### src/rtl/i2c_seq_pkg.sv
`default_nettype none
// ============================================================================
// Module      : i2c_seq_pkg
// Description : FSM encoding, command/response entry layout and timeout fill
//               byte shared by the I2C command sequencer.
// Revision    : 1.0 - initial release
// ============================================================================
package i2c_seq_pkg;

  typedef enum logic [1:0] {
    ST_IDLE   = 2'd0,
    ST_LAUNCH = 2'd1,
    ST_BUSY   = 2'd2,
    ST_DONE   = 2'd3
  } seq_state_t;

  // Command entry {rw, addr[6:0], data[7:0]}; response entry {addr[6:0], data[7:0]}
  localparam int c_CMD_W        = 16;
  localparam int c_CMD_RW_BIT   = 15;
  localparam int c_CMD_ADDR_LSB = 8;
  localparam int c_CMD_DATA_LSB = 0;
  localparam int c_RSP_W        = 15;

  localparam logic [7:0] c_TIMEOUT_FILL = 8'hFF;

endpackage
`default_nettype wire

### src/rtl/i2c_cmd_sequencer_if.sv
`default_nettype none
// ============================================================================
// Module      : i2c_cmd_sequencer_if
// Description : Command, response and master-port bundle of the sequencer.
//               slave = sequencer side, master = environment side.
// Revision    : 1.0 - initial release
// ============================================================================
interface i2c_cmd_sequencer_if;
  logic       cmd_valid;
  logic       cmd_ready;
  logic       cmd_rw;
  logic [6:0] cmd_addr;
  logic [7:0] cmd_data;

  logic       rsp_valid;
  logic       rsp_ready;
  logic [6:0] rsp_addr;
  logic [7:0] rsp_data;

  logic       m_enable;
  logic       m_rw;
  logic [6:0] m_addr;
  logic [7:0] m_data_in;
  logic       m_ready;
  logic [7:0] m_data_out;

  logic       busy;
  logic       timeout_err;

  modport slave (
    input  cmd_valid, cmd_rw, cmd_addr, cmd_data, rsp_ready, m_ready, m_data_out,
    output cmd_ready, rsp_valid, rsp_addr, rsp_data,
           m_enable, m_rw, m_addr, m_data_in, busy, timeout_err
  );

  modport master (
    output cmd_valid, cmd_rw, cmd_addr, cmd_data, rsp_ready, m_ready, m_data_out,
    input  cmd_ready, rsp_valid, rsp_addr, rsp_data,
           m_enable, m_rw, m_addr, m_data_in, busy, timeout_err
  );
endinterface
`default_nettype wire

### src/rtl/i2c_seq_fifo.sv
`default_nettype none
// ============================================================================
// Module      : i2c_seq_fifo
// Description : Synchronous FIFO, power-of-two depth, registered count.
//               Push into a full FIFO is honoured when a pop occurs together.
// Revision    : 1.0 - initial release
// ============================================================================
module i2c_seq_fifo #(
  parameter int WIDTH = 16,
  parameter int DEPTH = 4
) (
  input  wire              clk,
  input  wire              rst,
  input  wire              i_push,
  input  wire  [WIDTH-1:0] i_data,
  input  wire              i_pop,
  output logic [WIDTH-1:0] o_data,
  output logic             o_full,
  output logic             o_empty
);
  localparam int c_AW = $clog2(DEPTH);

  logic [WIDTH-1:0] r_mem [DEPTH];
  logic [c_AW-1:0]  r_wr_ptr;
  logic [c_AW-1:0]  r_rd_ptr;
  logic [c_AW:0]    r_count;
  logic             w_do_push;
  logic             w_do_pop;

  assign o_full    = (r_count == (c_AW+1)'(DEPTH));
  assign o_empty   = (r_count == '0);
  assign o_data    = r_mem[r_rd_ptr];
  assign w_do_pop  = i_pop && !o_empty;
  assign w_do_push = i_push && (!o_full || w_do_pop);

  // Storage is cleared on reset so the head reads zero out of reset
  always_ff @(posedge clk) begin
    if (rst) begin
      r_wr_ptr <= '0;
      r_rd_ptr <= '0;
      r_count  <= '0;
      for (int i = 0; i < DEPTH; i++) r_mem[i] <= '0;
    end else begin
      if (w_do_push) begin
        r_mem[r_wr_ptr] <= i_data;
        r_wr_ptr        <= r_wr_ptr + 1'b1;
      end
      if (w_do_pop) r_rd_ptr <= r_rd_ptr + 1'b1;
      r_count <= r_count + {{c_AW{1'b0}}, w_do_push} - {{c_AW{1'b0}}, w_do_pop};
    end
  end
endmodule
`default_nettype wire

### src/rtl/i2c_cmd_sequencer.sv
`default_nettype none
// ============================================================================
// Module      : i2c_cmd_sequencer
// Description : Queues single-byte I2C transactions and feeds them one at a
//               time to the I2C master; read bytes return on a response FIFO.
//               Optional per-transaction timeout: define I2C_SEQ_TIMEOUT_EN.
// Revision    : 1.0 - initial release
// ============================================================================
import i2c_seq_pkg::*;

module i2c_cmd_sequencer #(
  parameter int CMD_DEPTH      = 4,
  parameter int RSP_DEPTH      = 4,
  parameter int TIMEOUT_CYCLES = 1024
) (
  input wire                  clk,
  input wire                  rst,
  i2c_cmd_sequencer_if.slave  bus
);
  seq_state_t           r_state;
  logic                 r_m_enable;
  logic                 r_m_rw;
  logic [6:0]           r_m_addr;
  logic [7:0]           r_m_data_in;

  logic [c_CMD_W-1:0]   w_cmd_head;
  logic                 w_cmd_full;
  logic                 w_cmd_empty;
  logic                 w_cmd_push;
  logic [c_RSP_W-1:0]   w_rsp_head;
  logic                 w_rsp_full;
  logic                 w_rsp_empty;
  logic                 w_rsp_push;
  logic [7:0]           w_rsp_byte;
  logic                 w_launch;
  logic                 w_tmo_expire;

  assign w_cmd_push = bus.cmd_valid && !w_cmd_full;
  // Reads only launch when their response is guaranteed a slot
  assign w_launch   = (r_state == ST_IDLE) && !w_cmd_empty && bus.m_ready &&
                      (!w_cmd_head[c_CMD_RW_BIT] || !w_rsp_full);
  assign w_rsp_push = (r_state == ST_DONE) && r_m_rw;

  i2c_seq_fifo #(.WIDTH(c_CMD_W), .DEPTH(CMD_DEPTH)) u_cmd_fifo (
    .clk     (clk),
    .rst     (rst),
    .i_push  (w_cmd_push),
    .i_data  ({bus.cmd_rw, bus.cmd_addr, bus.cmd_data}),
    .i_pop   (w_launch),
    .o_data  (w_cmd_head),
    .o_full  (w_cmd_full),
    .o_empty (w_cmd_empty)
  );

  i2c_seq_fifo #(.WIDTH(c_RSP_W), .DEPTH(RSP_DEPTH)) u_rsp_fifo (
    .clk     (clk),
    .rst     (rst),
    .i_push  (w_rsp_push),
    .i_data  ({r_m_addr, w_rsp_byte}),
    .i_pop   (bus.rsp_ready),
    .o_data  (w_rsp_head),
    .o_full  (w_rsp_full),
    .o_empty (w_rsp_empty)
  );

`ifdef I2C_SEQ_TIMEOUT_EN
  localparam int c_TMO_W = $clog2(TIMEOUT_CYCLES) + 1;

  logic [c_TMO_W-1:0] r_tmo_cnt;
  logic               r_tmo_hit;
  logic               r_timeout_err;

  assign w_tmo_expire = ((r_state == ST_LAUNCH) || (r_state == ST_BUSY)) &&
                        (r_tmo_cnt == c_TMO_W'(TIMEOUT_CYCLES - 1));

  always_ff @(posedge clk) begin
    if (rst) begin
      r_tmo_cnt     <= '0;
      r_tmo_hit     <= 1'b0;
      r_timeout_err <= 1'b0;
    end else if (w_launch) begin
      r_tmo_cnt <= '0;
      r_tmo_hit <= 1'b0;
    end else if (w_tmo_expire) begin
      r_tmo_hit     <= 1'b1;
      r_timeout_err <= 1'b1;
    end else if ((r_state == ST_LAUNCH) || (r_state == ST_BUSY)) begin
      r_tmo_cnt <= r_tmo_cnt + 1'b1;
    end
  end

  assign w_rsp_byte      = r_tmo_hit ? c_TIMEOUT_FILL : bus.m_data_out;
  assign bus.timeout_err = r_timeout_err;
`else
  assign w_tmo_expire    = 1'b0;
  assign w_rsp_byte      = bus.m_data_out;
  assign bus.timeout_err = 1'b0;
`endif

  // Dropping enable right after ready falls steers the master to STOP
  always_ff @(posedge clk) begin
    if (rst) begin
      r_state     <= ST_IDLE;
      r_m_enable  <= 1'b0;
      r_m_rw      <= 1'b0;
      r_m_addr    <= '0;
      r_m_data_in <= '0;
    end else begin
      case (r_state)
        ST_IDLE: begin
          if (w_launch) begin
            r_m_rw      <= w_cmd_head[c_CMD_RW_BIT];
            r_m_addr    <= w_cmd_head[c_CMD_ADDR_LSB +: 7];
            r_m_data_in <= w_cmd_head[c_CMD_DATA_LSB +: 8];
            r_m_enable  <= 1'b1;
            r_state     <= ST_LAUNCH;
          end
        end
        ST_LAUNCH: begin
          if (w_tmo_expire) begin
            r_m_enable <= 1'b0;
            r_state    <= ST_DONE;
          end else if (!bus.m_ready) begin
            r_m_enable <= 1'b0;
            r_state    <= ST_BUSY;
          end
        end
        ST_BUSY: begin
          if (w_tmo_expire || bus.m_ready) r_state <= ST_DONE;
        end
        ST_DONE: r_state <= ST_IDLE;
        default: r_state <= ST_IDLE;
      endcase
    end
  end

  assign bus.cmd_ready = !w_cmd_full;
  assign bus.rsp_valid = !w_rsp_empty;
  assign bus.rsp_addr  = w_rsp_head[14:8];
  assign bus.rsp_data  = w_rsp_head[7:0];
  assign bus.m_enable  = r_m_enable;
  assign bus.m_rw      = r_m_rw;
  assign bus.m_addr    = r_m_addr;
  assign bus.m_data_in = r_m_data_in;
  assign bus.busy      = (r_state != ST_IDLE) || !w_cmd_empty;
endmodule
`default_nettype wire

### src/flat_wrapper.sv
// flat-port wrapper written by rule: the top's interface ports become plain ports
module i2c_cmd_sequencer_flat 
#(
  parameter int CMD_DEPTH      = 4,
  parameter int RSP_DEPTH      = 4,
  parameter int TIMEOUT_CYCLES = 1024
)
  (clk, rst, bus_cmd_valid, bus_cmd_rw, bus_cmd_addr, bus_cmd_data, bus_rsp_ready, bus_m_ready, bus_m_data_out, bus_cmd_ready, bus_rsp_valid, bus_rsp_addr, bus_rsp_data, bus_m_enable, bus_m_rw, bus_m_addr, bus_m_data_in, bus_busy, bus_timeout_err);
  i2c_cmd_sequencer_if bus_i ();
  input wire clk;
  input wire rst;
  input wire logic [$bits(bus_i.cmd_valid)-1:0] bus_cmd_valid;
  input wire logic [$bits(bus_i.cmd_rw)-1:0] bus_cmd_rw;
  input wire logic [$bits(bus_i.cmd_addr)-1:0] bus_cmd_addr;
  input wire logic [$bits(bus_i.cmd_data)-1:0] bus_cmd_data;
  input wire logic [$bits(bus_i.rsp_ready)-1:0] bus_rsp_ready;
  input wire logic [$bits(bus_i.m_ready)-1:0] bus_m_ready;
  input wire logic [$bits(bus_i.m_data_out)-1:0] bus_m_data_out;
  output wire logic [$bits(bus_i.cmd_ready)-1:0] bus_cmd_ready;
  output wire logic [$bits(bus_i.rsp_valid)-1:0] bus_rsp_valid;
  output wire logic [$bits(bus_i.rsp_addr)-1:0] bus_rsp_addr;
  output wire logic [$bits(bus_i.rsp_data)-1:0] bus_rsp_data;
  output wire logic [$bits(bus_i.m_enable)-1:0] bus_m_enable;
  output wire logic [$bits(bus_i.m_rw)-1:0] bus_m_rw;
  output wire logic [$bits(bus_i.m_addr)-1:0] bus_m_addr;
  output wire logic [$bits(bus_i.m_data_in)-1:0] bus_m_data_in;
  output wire logic [$bits(bus_i.busy)-1:0] bus_busy;
  output wire logic [$bits(bus_i.timeout_err)-1:0] bus_timeout_err;
  assign bus_i.cmd_valid = bus_cmd_valid;
  assign bus_i.cmd_rw = bus_cmd_rw;
  assign bus_i.cmd_addr = bus_cmd_addr;
  assign bus_i.cmd_data = bus_cmd_data;
  assign bus_i.rsp_ready = bus_rsp_ready;
  assign bus_i.m_ready = bus_m_ready;
  assign bus_i.m_data_out = bus_m_data_out;
  assign bus_cmd_ready = bus_i.cmd_ready;
  assign bus_rsp_valid = bus_i.rsp_valid;
  assign bus_rsp_addr = bus_i.rsp_addr;
  assign bus_rsp_data = bus_i.rsp_data;
  assign bus_m_enable = bus_i.m_enable;
  assign bus_m_rw = bus_i.m_rw;
  assign bus_m_addr = bus_i.m_addr;
  assign bus_m_data_in = bus_i.m_data_in;
  assign bus_busy = bus_i.busy;
  assign bus_timeout_err = bus_i.timeout_err;
  i2c_cmd_sequencer #(.CMD_DEPTH(CMD_DEPTH), .RSP_DEPTH(RSP_DEPTH), .TIMEOUT_CYCLES(TIMEOUT_CYCLES)) u_core (.clk(clk), .rst(rst), .bus(bus_i));
endmodule
### config.mk
export PLATFORM = sky130hd
export DESIGN_NAME = i2c_cmd_sequencer_flat
export DESIGN_NICKNAME = d
export VERILOG_FILES = /design/src/rtl/i2c_seq_pkg.sv /design/src/rtl/i2c_cmd_sequencer_if.sv /design/src/rtl/i2c_seq_fifo.sv /design/src/rtl/i2c_cmd_sequencer.sv /design/src/flat_wrapper.sv
export SDC_FILE = /design/constraint.sdc
export NUM_CORES = 1
export LEC_CHECK = 0
export ABC_AREA = 1
export BUFFER_PORTS_ARGS = -buffer_cell sky130_fd_sc_hd__buf_2
export CORE_MARGIN = 2
export CORE_UTILIZATION = 35
export CTS_BUF_LIST = sky130_fd_sc_hd__clkbuf_2
export CTS_CLUSTER_SIZE = 20
export DETAILED_ROUTE_END_ITERATION = 8
export PLACE_DENSITY_LB_ADDON = 0.15
export SLEW_MARGIN = 20
export SYNTH_ARGS = -nofsm -noshare
export SYNTH_HDL_FRONTEND = slang
export SYNTH_SLANG_ARGS = --single-unit
### constraint.sdc
create_clock -name clk -period 4.7 [get_ports clk]
set_input_delay 0.705 -clock clk [delete_from_list [all_inputs] [get_ports clk]]
set_output_delay 0.705 -clock clk [all_outputs]
set_load 0.03 [all_outputs]
==> results.yml <==
synthesis:
  yosysWarningCount: 0
  seq_area_frac_synth: 0.637
  synth_fp_nets: 753
  ys_types: 35
  syn_area_um2: 7010
  syn_area_per_cell_um2: 9.83
  postSynthCellCount: 713
  synth-seq-cells: 161
power_and_ir_drop:
  ir_worst_vdd_mv: 0.167
  pwr_density_cell_nw_per_um2: 522
  cellLeakagePower_uw: 0.00308
  p_total_uw: 4080
detailed_routing:
  drt-total-wl_mm: 16.4
  wire_per_inst_um: 15.6
  vias_per_cell: 4.79
  vias: 5006
  postRouteAntennaNets: 0
  drc_errors: 0
  first_iter_violations: 271
  dr.pass1.iters: 5
worst_setup_path:
  critPathMaxFanout: 31
  crit_type: "flip-flop to primary output"
  arrival_ps: 2680
  critPathLaunchType: "flip-flop"
  crit_required_ps: 3990
  end_kind: "primary output"
floorplan:
  coreArea_um2: 19500
  io_pins: 65
  dieArea_um2: 21200
  fp-row-count: 51
  fp.dieH_um: 145
  fp.dieW_um: 145
  start_util: 0.359
layout:
  syn_to_final_growth_pct: 11.5
  n_antenna_cell: 0
  fin_nets: 807
  drive_gt1_frac: 0.163
  fill_cells: 1979
global_routing:
  track_usage: 0.159
  grt_pass1_wl_mm: 26.4
  grt_max_degree: 35
  overflow: 0
  antenna_found_initial: 0
  grt_pass1_vias: 5088
timing:
  post-route-period-util: 0.721
  rsz0062_at_grt: "false"
  fin_setup_tns_ps: 0
  period_needed_ps: 3390
  final_max_slew_viol_count: 0
  finClkSkew_ps: 46.4
  fmax_mhz: 295
  setup_slack_ps: 1310
  tightest_slew_ps: 1070
  hold_viol: 0
  setup_viol: 0
  slew_headroom: 0.288
status:
  status: "finished, final reports clean"
placement:
  place.gp.congestion: 0.783
  dp_slack_ps: 1520
  dp_hpwl_mm: 11.0
  port_buffers: 63
clocking:
  h-tree-depth: 4
  clk_latency_ps: 760
  clockBufferDepth: 2
  ctsResizeCount: 0
  cts_sinks: 161
  ctsRootBufferMaster: "clkbuf_2"
  postCtsSetupRepairBufs: 0
  cts_hold_buf: 0
  cts_buffers: 17
  clk_pin_slew_worst_paths_ps: 260
  cts_tree: "yes"
run:
  drv_cap: 0
worst_hold_path:
  worstHoldPathType: "primary input to flip-flop"
logic make-up after synthesis:
| group | Yosys count | share of synthesized area |
|---|---|---|
| AND/OR/NAND/NOR | 274 | 0.158 |
| flip-flops | 161 | 0.637 |
| AO/OA/AOI/OAI | 132 | 0.102 |
| buffers and inverters | 129 | 0.0743 |
| adder cells (fa/ha/maj) | 11 | 0.0218 |
| XOR/XNOR | 5 | 0.00625 |
| other | 1 | 0.000535 |
worst max-delay path: stages, from the launching register on:
cell	delay [ps]
dfxtp_1	360
buf_4	220
inv_1	680
o21ai_0	190
o22ai_1	220
buf_2	250
layout make-up:
cell class / count / area, um2 / share of cell area
flip-flops and latches: 161 / 4460 / 0.572
inverters: 97 / 368 / 0.0471
clock buffers: 17 / 85.1 / 0.0109
well taps: 265 / 332 / 0.0424
clock inverters: 15 / 160 / 0.0205
multi-input cells: 423 / 2060 / 0.263
repair buffers: 67 / 345 / 0.0442
report_power, final:
group	switching, uW	total (uW)	internal (uW)	leakage (uW)
Sequential	131	1870	1740	0.00159
Combinational	1030	1430	401	0.00135
Clock	551	771	220	0.000145
registers in the layout, summed over array words and instances (netlist names), named ones only:
name	cells
u_core.bus.m_data_in	8
u_core.u_cmd_fifo.r_mem	64
u_core.u_rsp_fifo.r_wr_ptr	2
u_core.bus.m_addr	7
u_core.u_rsp_fifo.r_mem	60
u_core.bus.m_rw	1
u_core.u_rsp_fifo.r_rd_ptr	2
u_core.u_cmd_fifo.r_rd_ptr	2
u_core.u_cmd_fifo.r_wr_ptr	2
u_core.u_rsp_fifo.r_count	3
u_core.bus.m_enable	1
u_core.u_cmd_fifo.r_count	3
u_core.r_state	2
metal layers:
layer,vias up,global-route usage,routed length (um)
li1,2462,-,-
met1,2406,0.193,6970
met2,125,0.286,8480
met3,13,0.0317,731
met4,0,0.0490,165
met5,-,0,0
Yosys cell counts:
| master | count | share of area |
|---|---|---|
| buf_1 | 1 | 0.00054 |
| a21oi_2 | 1 | 0.0013 |
| edfxtp_1 | 124 | 0.53 |
| clkinv_2 | 1 | 0.00071 |
| fa_1 | 2 | 0.0057 |
| nand2_1 | 23 | 0.012 |
| a31oi_1 | 1 | 0.00089 |
| o21ai_1 | 1 | 0.00071 |
| nand3_1 | 7 | 0.0050 |
| o21ai_0 | 82 | 0.059 |
| buf_4 | 3 | 0.0032 |
| nand3_4 | 1 | 0.0025 |
| o21bai_1 | 2 | 0.0021 |
| inv_4 | 1 | 0.00089 |
| a21oi_1 | 11 | 0.0079 |
| nand3b_1 | 1 | 0.0011 |
| nor2_2 | 11 | 0.0098 |
| conb_1 | 1 | 0.00054 |
| inv_2 | 4 | 0.0021 |
| xnor2_1 | 2 | 0.0025 |
| buf_6 | 2 | 0.0032 |
| buf_2 | 5 | 0.0036 |
| nand2_2 | 3 | 0.0027 |
| ha_1 | 9 | 0.016 |
| o31ai_1 | 2 | 0.0021 |
| dfxtp_1 | 37 | 0.11 |
| clkinv_1 | 2 | 0.0011 |
| inv_1 | 89 | 0.048 |
| xor2_1 | 3 | 0.0038 |
| nand4_1 | 1 | 0.00089 |
| nor2_1 | 224 | 0.12 |
| nand3_2 | 2 | 0.0029 |
| nor3_1 | 1 | 0.00071 |
| o22ai_1 | 32 | 0.029 |
| clkbuf_1 | 21 | 0.011 |
metrics by stage:
stage	instances	utilization	instance area, um2	hold slack [ps]
floorplan	713	-	7010	436
global placement	1013	0.387	7570	454
detailed placement	1013	0.387	7570	466
CTS	1045	0.400	7810	163
global route	1045	0.400	7810	178
finish	1045	0.400	7810	230
cells in the final DEF (no fill, tap or decap), types with 3 or more instances in the layout:
cell type  synthesis  final
o22ai_1           32     32
o21ai_0           82     78
inv_2              4      4
buf_4              3      4
nor2_1           224    224
a21oi_1           11     11
inv_6              0      7
nand2_1           23     23
buf_2              5     63
inv_1             89     89
ha_1               9      9
nor2_2            11     11
o21ai_1            1      3
inv_8              0      4
nand2_2            3      3
clkbuf_2           0     17
dfxtp_1           37     37
edfxtp_1         124    124
nand3_1            7      7
xor2_1             3      3
final timing paths:
| kind | startpoint | to | slack (ps) | depth (start not counted) |
|---|---|---|---|---|
| max | flip-flop | bus_rsp_addr[4] | 1310 | 5 |
| min | rst | u_core.u_cmd_fifo.r_count[0] | 230 | 2 |
| max reg2reg | flip-flop | u_core.u_cmd_fifo.r_count[2] | 1780 | 13 |
| min reg2reg | u_core.u_rsp_fifo.r_rd_ptr[1] | flip-flop | 490 | 2 |
(Power assumes the default switching activity.)
